**src/rtl/ps2_host_tx_pkg.sv**
```systemverilog
// Shared types and defaults for the PS/2 host-to-device transmitter.
package ps2_pkg;
  typedef enum logic [2:0] {
    ST_IDLE,
    ST_INHIBIT,
    ST_REQ,
    ST_BITS,
    ST_ACK,
    ST_WAITHI
  } state_t;

  localparam int BIT_CNT_W          = 4;
  localparam int DEF_INHIBIT_CYCLES = 2600;
  localparam int DEF_TIMEOUT_CYCLES = 50000;
endpackage

```
**src/rtl/ps2_host_tx_if.sv**
```systemverilog
// Host command side plus open-collector PS/2 line signals of the transmitter.
interface ps2_host_tx_if;
  logic [7:0] TX_DATA;
  logic       SEND;
  logic       PS2_CLK;
  logic       PS2_DATA;
  logic       PS2_CLK_OE;
  logic       PS2_DATA_OE;
  logic       BUSY;
  logic       DONE;
  logic       ERROR;

  modport slave (
    input  TX_DATA, SEND, PS2_CLK, PS2_DATA,
    output PS2_CLK_OE, PS2_DATA_OE, BUSY, DONE, ERROR
  );

  modport master (
    output TX_DATA, SEND, PS2_CLK, PS2_DATA,
    input  PS2_CLK_OE, PS2_DATA_OE, BUSY, DONE, ERROR
  );
endinterface

```
**src/rtl/ps2_host_tx_sync_edge.sv**
```systemverilog
// Two-flop synchroniser for a raw PS/2 line with a falling-edge strobe.
module ps2_sync_edge (
  input  logic CLK,
  input  logic RESET_N,
  input  logic i_line,
  output logic o_sync,
  output logic o_fall
);
  logic r_meta;
  logic r_sync;
  logic r_prev;

  // Reset to 1 so an idle (released) line never looks like an edge.
  always_ff @(posedge CLK or negedge RESET_N) begin
    if (!RESET_N) begin
      r_meta <= 1'b1;
      r_sync <= 1'b1;
      r_prev <= 1'b1;
    end else begin
      r_meta <= i_line;
      r_sync <= r_meta;
      r_prev <= r_sync;
    end
  end

  assign o_sync = r_sync;
  assign o_fall = r_prev & ~r_sync;
endmodule

```
**src/rtl/ps2_host_tx.sv**
```systemverilog
// PS/2 host-to-device command transmitter: inhibit, request-to-send, 11-bit frame, ACK check.
module ps2_host_tx
  import ps2_pkg::*;
#(
  parameter int INHIBIT_CYCLES = DEF_INHIBIT_CYCLES,
  parameter int TIMEOUT_CYCLES = DEF_TIMEOUT_CYCLES
) (
  input  logic          CLK,
  input  logic          RESET_N,
  ps2_host_tx_if.slave  bus
);
  localparam int INH_W = $clog2(INHIBIT_CYCLES + 1);
  localparam int TO_W  = $clog2(TIMEOUT_CYCLES + 1);

  state_t               r_state, w_state_n;
  logic [7:0]           r_data, w_data_n;
  logic                 r_parity, w_parity_n;
  logic [INH_W-1:0]     r_inh, w_inh_n;
  logic [TO_W-1:0]      r_to, w_to_n;
  logic [BIT_CNT_W-1:0] r_bit, w_bit_n;
  logic                 r_clk_oe, w_clk_oe_n;
  logic                 r_data_oe, w_data_oe_n;
  logic                 r_busy, w_busy_n;
  logic                 r_done, w_done_n;
  logic                 r_error, w_error_n;
  logic                 r_nack, w_nack_n;
  logic                 r_dmeta, r_dsync;
  logic                 w_clk_sync, w_clk_fall;

  ps2_sync_edge u_clk_sync (
    .CLK     (CLK),
    .RESET_N (RESET_N),
    .i_line  (bus.PS2_CLK),
    .o_sync  (w_clk_sync),
    .o_fall  (w_clk_fall)
  );

  always_ff @(posedge CLK or negedge RESET_N) begin
    if (!RESET_N) begin
      r_dmeta   <= 1'b1;
      r_dsync   <= 1'b1;
      r_state   <= ST_IDLE;
      r_data    <= '0;
      r_parity  <= 1'b0;
      r_inh     <= '0;
      r_to      <= '0;
      r_bit     <= '0;
      r_clk_oe  <= 1'b0;
      r_data_oe <= 1'b0;
      r_busy    <= 1'b0;
      r_done    <= 1'b0;
      r_error   <= 1'b0;
      r_nack    <= 1'b0;
    end else begin
      r_dmeta   <= bus.PS2_DATA;
      r_dsync   <= r_dmeta;
      r_state   <= w_state_n;
      r_data    <= w_data_n;
      r_parity  <= w_parity_n;
      r_inh     <= w_inh_n;
      r_to      <= w_to_n;
      r_bit     <= w_bit_n;
      r_clk_oe  <= w_clk_oe_n;
      r_data_oe <= w_data_oe_n;
      r_busy    <= w_busy_n;
      r_done    <= w_done_n;
      r_error   <= w_error_n;
      r_nack    <= w_nack_n;
    end
  end

  always_comb begin
    w_state_n   = r_state;
    w_data_n    = r_data;
    w_parity_n  = r_parity;
    w_inh_n     = r_inh;
    w_to_n      = r_to;
    w_bit_n     = r_bit;
    w_clk_oe_n  = r_clk_oe;
    w_data_oe_n = r_data_oe;
    w_busy_n    = r_busy;
    w_done_n    = 1'b0;
    w_error_n   = 1'b0;
    w_nack_n    = r_nack;

    unique case (r_state)
      ST_IDLE: begin
        if (bus.SEND) begin
          w_data_n   = bus.TX_DATA;
          w_parity_n = ~^bus.TX_DATA;
          w_inh_n    = '0;
          w_clk_oe_n = 1'b1;
          w_busy_n   = 1'b1;
          w_state_n  = ST_INHIBIT;
        end
      end
      ST_INHIBIT: begin
        if (r_inh == INH_W'(INHIBIT_CYCLES - 1)) begin
          w_data_oe_n = 1'b1;
          w_state_n   = ST_REQ;
        end else begin
          w_inh_n = r_inh + 1'b1;
        end
      end
      ST_REQ: begin
        w_clk_oe_n = 1'b0;
        w_bit_n    = '0;
        w_to_n     = '0;
        w_state_n  = ST_BITS;
      end
      ST_BITS: begin
        // Data byte shifts out LSB first; edges 9 and 10 place parity and stop.
        if (w_clk_fall) begin
          w_to_n  = '0;
          w_bit_n = r_bit + 1'b1;
          if (r_bit < BIT_CNT_W'(8)) begin
            w_data_oe_n = ~r_data[0];
            w_data_n    = {1'b0, r_data[7:1]};
          end else if (r_bit == BIT_CNT_W'(8)) begin
            w_data_oe_n = ~r_parity;
          end else begin
            w_data_oe_n = 1'b0;
            w_state_n   = ST_ACK;
          end
        end else begin
          w_to_n = r_to + 1'b1;
        end
      end
      ST_ACK: begin
        if (w_clk_fall) begin
          w_to_n    = '0;
          w_nack_n  = r_dsync;
          w_state_n = ST_WAITHI;
        end else begin
          w_to_n = r_to + 1'b1;
        end
      end
      ST_WAITHI: begin
        if (w_clk_sync) begin
          w_done_n  = ~r_nack;
          w_error_n = r_nack;
          w_busy_n  = 1'b0;
          w_state_n = ST_IDLE;
        end else begin
          w_to_n = r_to + 1'b1;
        end
      end
      default: w_state_n = ST_IDLE;
    endcase

    // A silent device abandons the frame: release both lines and flag an error.
    if ((r_state == ST_BITS || r_state == ST_ACK || r_state == ST_WAITHI) &&
        (w_to_n == TO_W'(TIMEOUT_CYCLES))) begin
      w_to_n      = '0;
      w_clk_oe_n  = 1'b0;
      w_data_oe_n = 1'b0;
      w_busy_n    = 1'b0;
      w_done_n    = 1'b0;
      w_error_n   = 1'b1;
      w_state_n   = ST_IDLE;
    end
  end

  assign bus.PS2_CLK_OE  = r_clk_oe;
  assign bus.PS2_DATA_OE = r_data_oe;
  assign bus.BUSY        = r_busy;
  assign bus.DONE        = r_done;
  assign bus.ERROR       = r_error;
endmodule

```
**src/flat_wrapper.sv**
```systemverilog
// flat-port wrapper written by rule: the top's interface ports become plain ports
module ps2_host_tx_flat import ps2_pkg::*;
#(
  parameter int INHIBIT_CYCLES = DEF_INHIBIT_CYCLES,
  parameter int TIMEOUT_CYCLES = DEF_TIMEOUT_CYCLES
)
  (CLK, RESET_N, bus_TX_DATA, bus_SEND, bus_PS2_CLK, bus_PS2_DATA, bus_PS2_CLK_OE, bus_PS2_DATA_OE, bus_BUSY, bus_DONE, bus_ERROR);
  ps2_host_tx_if bus_i ();
  input  logic CLK;
  input  logic RESET_N;
  input wire logic [$bits(bus_i.TX_DATA)-1:0] bus_TX_DATA;
  input wire logic [$bits(bus_i.SEND)-1:0] bus_SEND;
  input wire logic [$bits(bus_i.PS2_CLK)-1:0] bus_PS2_CLK;
  input wire logic [$bits(bus_i.PS2_DATA)-1:0] bus_PS2_DATA;
  output wire logic [$bits(bus_i.PS2_CLK_OE)-1:0] bus_PS2_CLK_OE;
  output wire logic [$bits(bus_i.PS2_DATA_OE)-1:0] bus_PS2_DATA_OE;
  output wire logic [$bits(bus_i.BUSY)-1:0] bus_BUSY;
  output wire logic [$bits(bus_i.DONE)-1:0] bus_DONE;
  output wire logic [$bits(bus_i.ERROR)-1:0] bus_ERROR;
  assign bus_i.TX_DATA = bus_TX_DATA;
  assign bus_i.SEND = bus_SEND;
  assign bus_i.PS2_CLK = bus_PS2_CLK;
  assign bus_i.PS2_DATA = bus_PS2_DATA;
  assign bus_PS2_CLK_OE = bus_i.PS2_CLK_OE;
  assign bus_PS2_DATA_OE = bus_i.PS2_DATA_OE;
  assign bus_BUSY = bus_i.BUSY;
  assign bus_DONE = bus_i.DONE;
  assign bus_ERROR = bus_i.ERROR;
  ps2_host_tx #(.INHIBIT_CYCLES(INHIBIT_CYCLES), .TIMEOUT_CYCLES(TIMEOUT_CYCLES)) u_core (.CLK(CLK), .RESET_N(RESET_N), .bus(bus_i));
endmodule
```
**config.mk**
```make
export PLATFORM = sky130hd
export DESIGN_NAME = ps2_host_tx_flat
export DESIGN_NICKNAME = d
export VERILOG_FILES = /design/src/rtl/ps2_host_tx_pkg.sv /design/src/rtl/ps2_host_tx_if.sv /design/src/rtl/ps2_host_tx_sync_edge.sv /design/src/rtl/ps2_host_tx.sv /design/src/flat_wrapper.sv
export SDC_FILE = /design/constraint.sdc
export NUM_CORES = 1
export LEC_CHECK = 0
export CORE_AREA = 10 10 90 92
export DETAILED_ROUTE_END_ITERATION = 8
export DIE_AREA = 0 0 100 102
export PLACE_DENSITY = 0.74
export SYNTH_ARGS = -nofsm -noshare
export SYNTH_HDL_FRONTEND = slang
export SYNTH_SLANG_ARGS = --single-unit
```
**constraint.sdc**
```tcl
create_clock -name CLK -period 2.5 [get_ports CLK]
set_input_delay 0.25 -clock CLK [delete_from_list [all_inputs] [get_ports CLK]]
set_output_delay 0.25 -clock CLK [all_outputs]
set_load 0.02 [all_outputs]
```
==> impl_metrics.ini <==
[die]
die_h_um = 102
row_count = 29
die_x_um = 100
io_pins = 18
die-area_sq_um = 10200
start_util_pct = 52.6
core_sq_um = 6280

[global_route]
antenna_found_initial = 0
grt_pass1_vias = 3074
grt_pass1_wl_um = 14800
grt.total_usage_pct = 17.5
grt_max_degree = 21
gr-total-overflow = 0

[placement]
placed_cells = 508
detailedPlace.worstSlack_ns = -0.202
hpwl_um = 6680
gp_congestion = 1.02
portBuffers = 17
placed_area_sq_um = 4010

[worst_setup_path]
cp_top_family = compound AO/OA/AOI/OAI gates
cp.depth = 12
worst-endpoint-arrival_ns = 2.96
slowest_stage = dfstp_2
worstSetupPathType = reg -> reg
start_kind = register
path_buf_inv = 3
cpPeakStageDelay_ns = 0.59
crit_fanout = 7
reg2reg_depth = 12
cpMostUsedCell = buf_4
end_kind = register
cp.required_ns = 2.70
path_cells = and2_4 > o21ai_4 > buf_6 > buf_4 > o211ai_1 > o211a_1 > nand4b_1 > a2111oi_4 > buf_4 > o31ai_2 > o21bai_1 > a21o_1
ff2ff_setup_slack_ns = -0.25
reg2reg_from = u_core.u_clk_sync.o_sync
r2r-end = u_core.bus.PS2_DATA_OE

[timing]
finalSetupTns_ns = -2.36
max_slew_margin_pct = 46.1
rsz0062_at_grt = true
worst_pin_slew_ns = 0.789
fin_skew_ns = 0.0140
timing.fmax_ghz = 0.363
hold_viol = 0
fin_crit_ns = 2.75
timing.final.crit_share_pct = 110
setup_ws_ns = -0.252
setup_viol = 14
slew_violations = 0

[cts]
clkTransAtPathRegs_ns = 0.10
clkLatencyLatePin_ns = 0.31
clock_path_buffers = 2
cts_tree = built
cts_buffers = 5
cts_root_buf = clkbuf_8
cts-htree-levels = 2
cts.sinks = 55

[synth]
synth_nets = 377
synth_top_area_cell = dfrtp_1
synth.most_common_cell = dfrtp_1
yosys_warnings = 0
yosys_register_bits = 55
syn_area_per_cell_sq_um = 9.17
synth-edff-count = 0
synth_common_cells = dfrtp_1, nand2_1, o21ai_0
netlist_area_sq_um = 3300
synth-main-ff-cell = dfrtp_1
async_reset_ff_share_pct = 100
synth.distinct_cells = 68
netlist_instances = 360
seq_area_frac_synth_pct = 41.9
synth_top_area_share_pct = 37.9
synth.area.top_cells = dfrtp_1, nand2_1, o21ai_0

[power]
p_switching_w = 0.00158
vdd_drop_max_mv = 0.593
internal_power_w = 0.00236
swShare_pct = 40.0
p_comb_share_pct = 54.0
power_leakage_nw = 1.90
power_frac_clock_pct = 13.1
power_density_nw_per_um2 = 895
pwr-share-seq_pct = 32.9

[route]
num_vias = 3206
drt-initial-drc-count = 348
wire_per_inst_um = 17.5
dr.pass1.iters = 5
ant_nets = 0
vias_per_cell = 6.04
post-route-drc-count = 0
routed_wl_um = 9320

[cells_and_area]
areaGrowthSynthToFinish_pct = 33.4
antenna_cells = 0
drive_above_1_share_pct = 31.5
fin_area_sq_um = 4400
nets = 470
final_cells = 531

[status]
outcome = finished with violations
violations = negative setup slack

[hold_path]
min_path_cells = 1
holdPathEnd = u_core.u_clk_sync.r_meta
hp-start = bus_PS2_CLK
hp-class = in -> reg

[run]
cap_violations = 0
==> per-stage QoR <==
step | utilization, % | total power, W | hold WS, ns
CTS | 68.1 | 0.00379 | 0.347
global placement | 63.8 | 0.00306 | 0.214
global route | 70.1 | 0.00416 | 0.352
detailed placement | 63.8 | 0.00312 | 0.220
floorplan | - | 0.00236 | -0.0456
finish | 70.1 | 0.00394 | 0.345
==> worst max-delay path by stage <==
stage	from	endpoint	slack, ns
detailed placement	u_core.r_state[1]	u_core.bus.PS2_DATA_OE	-0.20
floorplan	u_core.r_state[0]	u_core.r_state[1]	-0.03
CTS	u_core.r_state[1]	u_core.bus.PS2_DATA_OE	-0.20
global route	u_core.r_state[0]	u_core.bus.PS2_DATA_OE	-0.29
finish	u_core.u_clk_sync.o_sync	u_core.bus.PS2_DATA_OE	-0.25
global placement	u_core.r_state[2]	u_core.bus.PS2_DATA_OE	-0.17
==> placed cells by master, fill, tap and decap left out, types with 9 or more instances in the layout <==
master / count
buf_6: 13
nor2_1: 19
nand4_1: 11
nand3_1: 11
xnor2_1: 11
dfrtp_1: 49
inv_1: 11
nor3_1: 9
buf_4: 76
o21ai_0: 26
clkdlybuf4s50_1: 16
a21oi_1: 14
nand2_1: 37
==> registers in the layout, indices dropped and copies added (netlist names), 3 cells and up <==
signal	cells
u_core.r_to	16
u_core.r_inh	12
u_core.r_data	8
u_core.r_bit	4
u_core.r_state	3
==> cells by family (layout without fill, tap and decap cells) <==
group | count (synthesis) | after routing | share of synthesized area, %
AOI/OAI and AO/OA | 103 | 103 | 21.3
xor gates and xnor gates | 14 | 14 | 3.72
adders and majority gates | 4 | 4 | 1.52
buffers and inverters | 34 | 128 | 5.20
DFF | 55 | 55 | 41.9
muxes | 10 | 10 | 3.11
and+or+nand+nor | 140 | 140 | 23.2
==> power groups by stage <==
| stage | Sequential [W] | Clock (W) | Combinational (W) |
|---|---|---|---|
| floorplan | 0.00129 | 0 | 0.00107 |
| CTS | 0.00128 | 0.000524 | 0.00198 |
| finish | 0.00129 | 0.000516 | 0.00213 |
| detailed placement | 0.00129 | 0 | 0.00182 |
| global route | 0.00132 | 0.000557 | 0.00229 |
| global placement | 0.00128 | 0 | 0.00177 |
==> layer usage <==
layer | vias up | wire length (um) | GRT usage [%]
met1 | 1556 | 3940 | 22.6
met5 | - | 0 | 0
met2 | 134 | 4640 | 29.5
met3 | 19 | 595 | 2.97
met4 | 0 | 143 | 4.89
li1 | 1497 | - | -
==> what timing repair did <==
| item | in CTS | in global routing |
|---|---|---|
| endpoints found under the setup margin | 11 | 16 |
| buffers inserted | 8 | 7 |
| hold endpoints to repair | 17 | 0 |
| pin swaps | 17 | 15 |
| gates resized for setup | 27 | 19 |
| cloned | 0 | 0 |
| hold buffers | 1 | 0 |
==> layout make-up <==
| type | instances | area, sq um |
|---|---|---|
| clock buffer | 7 | 86.3 |
| clock inverter | 1 | 8.76 |
| fill | 464 | 1880 |
| inverter | 12 | 47.5 |
| multi-input combinational | 271 | 1870 |
| sequential | 55 | 1380 |
| tap | 77 | 96.3 |
| timing repair buffer | 108 | 907 |
(Power assumes the default switching activity.)
